## src/rtl/mips_cpu_writeback_arbiter_if.sv

```systemverilog
// Bundle of ALU/load write requests, scoreboard queries and register-file write port
// between the issue/execute side (master) and the writeback arbiter (slave).
interface mips_cpu_writeback_arbiter_if;
  logic        alu_valid;
  logic        alu_ready;
  logic [4:0]  alu_rd;
  logic [31:0] alu_data;
  logic        ld_valid;
  logic [4:0]  ld_rd;
  logic [31:0] ld_data;
  logic        reserve_valid;
  logic [4:0]  reserve_rd;
  logic [4:0]  query_rs;
  logic [4:0]  query_rt;
  logic        rs_pending;
  logic        rt_pending;
  logic        WENREG;
  logic [4:0]  Rd;
  logic [31:0] RdDATA;

  modport master (
    output alu_valid, alu_rd, alu_data, ld_valid, ld_rd, ld_data,
           reserve_valid, reserve_rd, query_rs, query_rt,
    input  alu_ready, rs_pending, rt_pending, WENREG, Rd, RdDATA
  );

  modport slave (
    input  alu_valid, alu_rd, alu_data, ld_valid, ld_rd, ld_data,
           reserve_valid, reserve_rd, query_rs, query_rt,
    output alu_ready, rs_pending, rt_pending, WENREG, Rd, RdDATA
  );
endinterface

```

## src/rtl/mips_cpu_writeback_arbiter.sv

```systemverilog
// Register-file write arbiter: loads beat buffered ALU writes, which beat a fresh ALU
// write; losing ALU writes queue in order. Also tracks pending loads for hazard stalls.
module mips_cpu_writeback_arbiter #(
  parameter int FIFO_DEPTH = 2
) (
  input logic                         clk,
  input logic                         RESET,
  mips_cpu_writeback_arbiter_if.slave wb
);
  localparam int PTR_W = $clog2(FIFO_DEPTH);
  localparam int CNT_W = PTR_W + 1;
  localparam logic [CNT_W-1:0] DEPTH_C = CNT_W'(FIFO_DEPTH);

  logic [4:0]       fifo_rd_q   [FIFO_DEPTH];
  logic [31:0]      fifo_data_q [FIFO_DEPTH];
  logic [PTR_W-1:0] head_q, head_d, tail_q, tail_d;
  logic [CNT_W-1:0] count_q, count_d;
  logic [31:0]      pending_q, pending_d;
  logic             wen_q, wen_d;
  logic [4:0]       rd_q, rd_d;
  logic [31:0]      data_q, data_d;

  logic                  alu_acc, fifo_empty, sel_ld, sel_fifo, sel_alu, enq, deq;
  logic [FIFO_DEPTH-1:0] slot_valid;

  assign wb.alu_ready = (count_q < DEPTH_C);
  assign alu_acc      = wb.alu_valid && wb.alu_ready;
  assign fifo_empty   = (count_q == '0);
  assign sel_ld       = wb.ld_valid;
  assign sel_fifo     = !wb.ld_valid && !fifo_empty;
  assign sel_alu      = !wb.ld_valid && fifo_empty && alu_acc;
  assign enq          = alu_acc && !sel_alu;
  assign deq          = sel_fifo;

  // A slot is live when its distance from head (mod depth) is below the count.
  always_comb begin
    logic [PTR_W-1:0] off;
    slot_valid = '0;
    for (int j = 0; j < FIFO_DEPTH; j++) begin
      off           = PTR_W'(j) - head_q;
      slot_valid[j] = ({1'b0, off} < count_q);
    end
  end

  function automatic logic hazard(input logic [4:0] q);
    logic h;
    h = pending_q[q];
    for (int j = 0; j < FIFO_DEPTH; j++) begin
      if (slot_valid[j] && (fifo_rd_q[j] == q) && (q != 5'd0)) h = 1'b1;
    end
    return h;
  endfunction

  assign wb.rs_pending = hazard(wb.query_rs);
  assign wb.rt_pending = hazard(wb.query_rt);

  always_comb begin
    head_d    = head_q;
    tail_d    = tail_q;
    count_d   = count_q;
    wen_d     = 1'b0;
    rd_d      = rd_q;
    data_d    = data_q;
    pending_d = pending_q;
    if (deq) head_d = head_q + PTR_W'(1);
    if (enq) tail_d = tail_q + PTR_W'(1);
    if (enq && !deq)      count_d = count_q + CNT_W'(1);
    else if (deq && !enq) count_d = count_q - CNT_W'(1);
    if (sel_ld) begin
      rd_d   = wb.ld_rd;
      data_d = wb.ld_data;
    end else if (sel_fifo) begin
      rd_d   = fifo_rd_q[head_q];
      data_d = fifo_data_q[head_q];
    end else if (sel_alu) begin
      rd_d   = wb.alu_rd;
      data_d = wb.alu_data;
    end
    // Writes to $zero are consumed but never enable the register file.
    wen_d = (sel_ld || sel_fifo || sel_alu) && (rd_d != 5'd0);
    // Clear before set so a newly issued load to the same register keeps its reservation.
    if (sel_ld) pending_d[wb.ld_rd] = 1'b0;
    if (wb.reserve_valid && (wb.reserve_rd != 5'd0)) pending_d[wb.reserve_rd] = 1'b1;
    pending_d[0] = 1'b0;
  end

  always_ff @(posedge clk) begin
    if (RESET) begin
      head_q    <= '0;
      tail_q    <= '0;
      count_q   <= '0;
      pending_q <= '0;
      wen_q     <= 1'b0;
      rd_q      <= '0;
      data_q    <= '0;
    end else begin
      head_q    <= head_d;
      tail_q    <= tail_d;
      count_q   <= count_d;
      pending_q <= pending_d;
      wen_q     <= wen_d;
      rd_q      <= rd_d;
      data_q    <= data_d;
    end
  end

  always_ff @(posedge clk) begin
    if (enq) begin
      fifo_rd_q[tail_q]   <= wb.alu_rd;
      fifo_data_q[tail_q] <= wb.alu_data;
    end
  end

  assign wb.WENREG = wen_q;
  assign wb.Rd     = rd_q;
  assign wb.RdDATA = data_q;
endmodule

```

## src/flat_wrapper.sv

```systemverilog
// flat-port wrapper written by rule: the top's interface ports become plain ports
module mips_cpu_writeback_arbiter_flat 
#(
  parameter int FIFO_DEPTH = 2
)
  (clk, RESET, wb_alu_valid, wb_alu_rd, wb_alu_data, wb_ld_valid, wb_ld_rd, wb_ld_data, wb_reserve_valid, wb_reserve_rd, wb_query_rs, wb_query_rt, wb_alu_ready, wb_rs_pending, wb_rt_pending, wb_WENREG, wb_Rd, wb_RdDATA);
  mips_cpu_writeback_arbiter_if wb_i ();
  input logic clk;
  input logic RESET;
  input wire logic [$bits(wb_i.alu_valid)-1:0] wb_alu_valid;
  input wire logic [$bits(wb_i.alu_rd)-1:0] wb_alu_rd;
  input wire logic [$bits(wb_i.alu_data)-1:0] wb_alu_data;
  input wire logic [$bits(wb_i.ld_valid)-1:0] wb_ld_valid;
  input wire logic [$bits(wb_i.ld_rd)-1:0] wb_ld_rd;
  input wire logic [$bits(wb_i.ld_data)-1:0] wb_ld_data;
  input wire logic [$bits(wb_i.reserve_valid)-1:0] wb_reserve_valid;
  input wire logic [$bits(wb_i.reserve_rd)-1:0] wb_reserve_rd;
  input wire logic [$bits(wb_i.query_rs)-1:0] wb_query_rs;
  input wire logic [$bits(wb_i.query_rt)-1:0] wb_query_rt;
  output wire logic [$bits(wb_i.alu_ready)-1:0] wb_alu_ready;
  output wire logic [$bits(wb_i.rs_pending)-1:0] wb_rs_pending;
  output wire logic [$bits(wb_i.rt_pending)-1:0] wb_rt_pending;
  output wire logic [$bits(wb_i.WENREG)-1:0] wb_WENREG;
  output wire logic [$bits(wb_i.Rd)-1:0] wb_Rd;
  output wire logic [$bits(wb_i.RdDATA)-1:0] wb_RdDATA;
  assign wb_i.alu_valid = wb_alu_valid;
  assign wb_i.alu_rd = wb_alu_rd;
  assign wb_i.alu_data = wb_alu_data;
  assign wb_i.ld_valid = wb_ld_valid;
  assign wb_i.ld_rd = wb_ld_rd;
  assign wb_i.ld_data = wb_ld_data;
  assign wb_i.reserve_valid = wb_reserve_valid;
  assign wb_i.reserve_rd = wb_reserve_rd;
  assign wb_i.query_rs = wb_query_rs;
  assign wb_i.query_rt = wb_query_rt;
  assign wb_alu_ready = wb_i.alu_ready;
  assign wb_rs_pending = wb_i.rs_pending;
  assign wb_rt_pending = wb_i.rt_pending;
  assign wb_WENREG = wb_i.WENREG;
  assign wb_Rd = wb_i.Rd;
  assign wb_RdDATA = wb_i.RdDATA;
  mips_cpu_writeback_arbiter #(.FIFO_DEPTH(FIFO_DEPTH)) u_core (.clk(clk), .RESET(RESET), .wb(wb_i));
endmodule
```

## config.mk

```make
export PLATFORM = sky130hd
export DESIGN_NAME = mips_cpu_writeback_arbiter_flat
export DESIGN_NICKNAME = d
export VERILOG_FILES = /design/src/rtl/mips_cpu_writeback_arbiter_if.sv /design/src/rtl/mips_cpu_writeback_arbiter.sv /design/src/flat_wrapper.sv
export SDC_FILE = /design/constraint.sdc
export NUM_CORES = 1
export LEC_CHECK = 0
export CAP_MARGIN = 10
export CORE_UTILIZATION = 30
export CTS_CLUSTER_DIAMETER = 40
export DETAILED_ROUTE_END_ITERATION = 10
export PLACE_DENSITY = 0.47
export SETUP_SLACK_MARGIN = 0.3
export SLEW_MARGIN = 10
export SYNTH_ARGS = -nofsm -noshare
export SYNTH_HDL_FRONTEND = slang
export SYNTH_SLANG_ARGS = --single-unit
export TNS_END_PERCENT = 10
```

## constraint.sdc

```tcl
create_clock -name clk -period 9.9 [get_ports clk]
set_clock_uncertainty 0.1 [all_clocks]
set_input_delay 2.475 -clock clk [delete_from_list [all_inputs] [get_ports clk]]
set_output_delay 2.475 -clock clk [all_outputs]
set_load 0.1 [all_outputs]
```

==> out/summary.txt <==
OUTCOME
-----------------------------------------------------------------------------------------------
Run status ....................................................................... complete, no violations

TIMING
-----------------------------------------------------------------------------------------------
Ratio of final minimum period to clock period ....................................       0.8388
Worst rel slew slack .............................................................       0.2232
Final hold violation count .......................................................            0
Setup Total Neg Slack ............................................................         0 ps
Setup repair after global routing missed its margin ..............................        false
Hold slack .......................................................................     396.2 ps
Shortest clock period the worst path allows after layout .........................      8304 ps
Setup-violating endpoint count in the final report ...............................            0
Upper clock frequency limit ......................................................   0.1204 GHz
Worst-margin pin slew ............................................................      1163 ps
Slew Limit Fails .................................................................            0

CRITICAL PATH
-----------------------------------------------------------------------------------------------
Worst Reg-to-Reg Cells ...........................................................            6
Max stage delay cell, worst path ................................................. sky130_fd_sc_hd__clkdlybuf4s50_1
Critical Path End ................................................................ wb_rt_pending
Maximum fanout count along the critical path .....................................           14
FF-to-FF End ..................................................................... u_core.count_q[1]
Beginning of the critical path ................................................... wb_query_rt[0]
Buffers & Inverters on Critical Path .............................................            2
Startpoint-to-endpoint class of the critical path ................................    in -> out
Data required time of the worst path .............................................      7330 ps
Largest stage delay on the critical path .........................................       970 ps
Cell breakdown of the critical path .............................................. clkdlybuf4s50_1, mux4_2, nor2b_4, a211oi_2, a21oi_1, a221o_1, clkdlybuf4s50_1
Endpoint arrival time on the critical path .......................................      5730 ps
Family of cells with the greatest summed delay on the critical path .............. buffers and inverters
Worst r2r src .................................................................... u_core.count_q[0]
Startpoint types .................................................................    input pin
Most used cell, CP ............................................................... sky130_fd_sc_hd__clkdlybuf4s50_1
Worst Setup End Kind .............................................................   output pin
Register-to-Register Setup Slack .................................................      7150 ps
Cell count along the critical path ...............................................            7

CLOCKING
-----------------------------------------------------------------------------------------------
Number of buffers created by CTS .................................................           17
H-tree depth reported by CTS .....................................................            4
Clock input transition at the sequential cells of the worst setup and hold paths .        70 ps
Cell chosen for the clock root ................................................... sky130_fd_sc_hd__clkbuf_16
Number of clock sinks ............................................................          148
Deepest clock path buffer count ..................................................            2
Setup bufs post-CTS ..............................................................            0
Post-cts sizing count ............................................................            0
Worst-Skew Late Latency ..........................................................       420 ps
TritonCTS clock tree .............................................................          yes
Hold-fix buffer count after cts ..................................................            0

CELLS AND AREA
-----------------------------------------------------------------------------------------------
Multi-input combinational cell area ..............................................   2968 sq um
Share of cells above drive strength 1 ............................................      0.07871
Final Non-Filler Cells ...........................................................         1060
Layout-stage area growth over the synthesis result ...............................       31.51%
Antenna diodes ...................................................................            0
Utilization after layout .........................................................       0.4019
Sequential cell area in the final layout .........................................   3705 sq um
Filler instances .................................................................         2204
Final Instance Area ..............................................................   9071 sq um
Total Nets Final .................................................................          857

PWR
-----------------------------------------------------------------------------------------------
Pwr per Cell Area ................................................................ 262.2 nW/um^2
Switching power ..................................................................     947.3 uW
Share of power burned in combinational logic .....................................        0.379
Worst supply voltage drop on vdd .................................................  0.0001200 V
Leakage component of the power ...................................................  0.003047 uW
Switching power as a share of total power ........................................       0.3982
Cell internal pwr ................................................................      1431 uW
Part of the total power dissipated in sequential elements ........................        0.333
Power share of the clock group ...................................................        0.288

YOSYS
-----------------------------------------------------------------------------------------------
Ys Warns .........................................................................            0
Total standard cell area after synthesis .........................................   6898 sq um
Number of nets in the synthesized netlist ........................................          746
Gate count of the mapped netlist .................................................          651
Synth async-reset ratio ..........................................................            0
Count of flip-flops with a built-in enable after synthesis .......................           74
Library cell with the largest summed area after synthesis ........................ sky130_fd_sc_hd__edfxtp_1
Cell types occupying the most area after synthesis ............................... sky130_fd_sc_hd__edfxtp_1 32%, sky130_fd_sc_hd__dfxtp_1 21%, sky130_fd_sc_hd__a211oi_1 7.8%
Share of Yosys cell area claimed by the top area cell type .......................       0.3221
Most frequent cell after synthesis ............................................... sky130_fd_sc_hd__nor2_1
Per-instance average area after synthesis ........................................  10.60 sq um
Count of distinct cell types in the synthesized netlist ..........................           47
Leading post-synthesis cells by instance count ................................... 82 x sky130_fd_sc_hd__nor2_1, 74 x sky130_fd_sc_hd__dfxtp_1, 74 x sky130_fd_sc_hd__edfxtp_1
Sequential fraction of the synthesis area ........................................       0.5369
Seq cells post-synth .............................................................          148
Prevailing post-synth register cell .............................................. sky130_fd_sc_hd__edfxtp_1

FLOORPLANNING
-----------------------------------------------------------------------------------------------
Top-Level Pins ...................................................................          135
Die outline height ...............................................................     153.6 um
Initial Utilization ..............................................................       0.3056
Total number of placement rows ...................................................           55
Die W ............................................................................     153.6 um
Core area ........................................................................  22570 sq um
Die Footprint ....................................................................  23600 sq um

GRT
-----------------------------------------------------------------------------------------------
Global-route wire length before repair ...........................................     31040 um
Number of global-route vias before repair ........................................         5526
Total congestion overflow ........................................................            0
Largest net degree at the start of global routing ................................           75
Number of antenna violations at the first check in global routing ................            0
Global-route total usage across every layer ......................................       0.1707

PLACE
-----------------------------------------------------------------------------------------------
Placed wire-length estimate ......................................................     13400 um
GPL Wtd Cong .....................................................................       0.8546
Inst Count DP ....................................................................         1028
Total placed instance area .......................................................   8439 sq um
Port buffer count ................................................................          134

ROUTE
-----------------------------------------------------------------------------------------------
First-iteration detailed-routing DRC count .......................................          432
Count of nets left with antenna violations after detail routing ..................            0
Drt pass-1 iters .................................................................            5
Routed via count .................................................................         5488
Post-DR wirelength/cell ..........................................................     18.67 um
Post-Route WL ....................................................................     19790 um
Via density per instance .........................................................        5.177
DRC viols ........................................................................            0

RUN
-----------------------------------------------------------------------------------------------
Count of maximum capacitance violations ..........................................            0

MIN PATH
-----------------------------------------------------------------------------------------------
Classification of the worst-slack hold path ......................................   reg -> reg

flip-flops by register name (all words and copies together) (netlist names), named ones only:
signal	flops
u_core.fifo_rd_q	10
u_core.wb.WENREG	1
u_core.fifo_data_q	64
u_core.tail_q	1
u_core.count_q	2
u_core.head_q	1
u_core.pending_q	31
u_core.wb.Rd	5
u_core.wb.RdDATA	32
area by class of cell:
cell class,instances,area share
sequential,148,0.4084
multi-input combinational,448,0.3272
timing repair buffer,142,0.1534
clock buffer,20,0.05159
tap,285,0.03931
clock inverter,12,0.01807
inverter,5,0.002069
how the worst min path moves through the flow:
stage,startpoint,end,slack (ps),cells after the start
global placement,u_core.wb.RdDATA[20],u_core.wb.RdDATA[20],380,2
finish,u_core.wb.RdDATA[30],u_core.wb.RdDATA[30],400,2
detailed placement,u_core.wb.RdDATA[30],u_core.wb.RdDATA[30],390,2
floorplan,u_core.pending_q[26],u_core.pending_q[26],360,2
global route,u_core.wb.RdDATA[18],u_core.wb.RdDATA[18],420,2
CTS,u_core.wb.RdDATA[30],u_core.wb.RdDATA[30],400,2
power by group through the flow:
stage / registers [uW] / clock network (uW) / logic [uW]
after floorplan: 1050 / 0 / 417
after global placement: 804 / 0 / 899
after detailed placement: 806 / 0 / 907
after CTS: 794 / 699 / 911
after global routing: 804 / 725 / 964
final: 793 / 685 / 901
routing by layer:
metal  part of all wire  wire, um  GRT usage  vias up
li1                   -         -          -     2647
met1               0.45      8942     0.2224     2655
met2               0.49      9603     0.2816      168
met3              0.052      1031    0.03579       18
met4              0.011       216    0.05667        0
met5                  0         0          0        -
cell usage in the layout, fill, tap and decap left out, types with 14 or more instances in the layout:
| cell | instances |
|---|---|
| sky130_fd_sc_hd__clkdlybuf4s50_1 | 132 |
| sky130_fd_sc_hd__nor2_1 | 80 |
| sky130_fd_sc_hd__edfxtp_1 | 74 |
| sky130_fd_sc_hd__dfxtp_1 | 73 |
| sky130_fd_sc_hd__a211oi_1 | 72 |
| sky130_fd_sc_hd__mux2i_1 | 52 |
| sky130_fd_sc_hd__a21oi_1 | 43 |
| sky130_fd_sc_hd__nand2_1 | 41 |
| sky130_fd_sc_hd__nor3_1 | 35 |
| sky130_fd_sc_hd__o21ai_0 | 31 |
| sky130_fd_sc_hd__clkbuf_16 | 18 |
| sky130_fd_sc_hd__xor2_1 | 14 |
kinds of logic after synthesis:
| kind of cell | share of synthesized area |
|---|---|
| buf+inv | 0.03573 |
| simple gates | 0.1359 |
| compound gates | 0.1473 |
| mux | 0.1119 |
| xor+xnor | 0.03047 |
| flops | 0.5369 |
| fa+ha+maj | 0.001814 |
stage by stage:
stage | worst slack [ps] | total power [uW]
2_1_floorplan | 2339 | 1472
3_3_place_gp | 1610 | 1704
3_5_place_dp | 1569 | 1713
4_1_cts | 1559 | 2404
5_1_grt | 1423 | 2493
6_report | 1596 | 2379
worst reg2reg max path: cells and delay by family (launching register included):
family                   cells  cell delay, ps
AND/OR/NAND/NOR              3            1110
buffers and inverters        1             530
flip-flops                   1             440
adder cells (fa/ha/maj)      1             360
AO/OA/AOI/OAI                1             140
No activity file was read; power rests on OpenSTA's default activity.
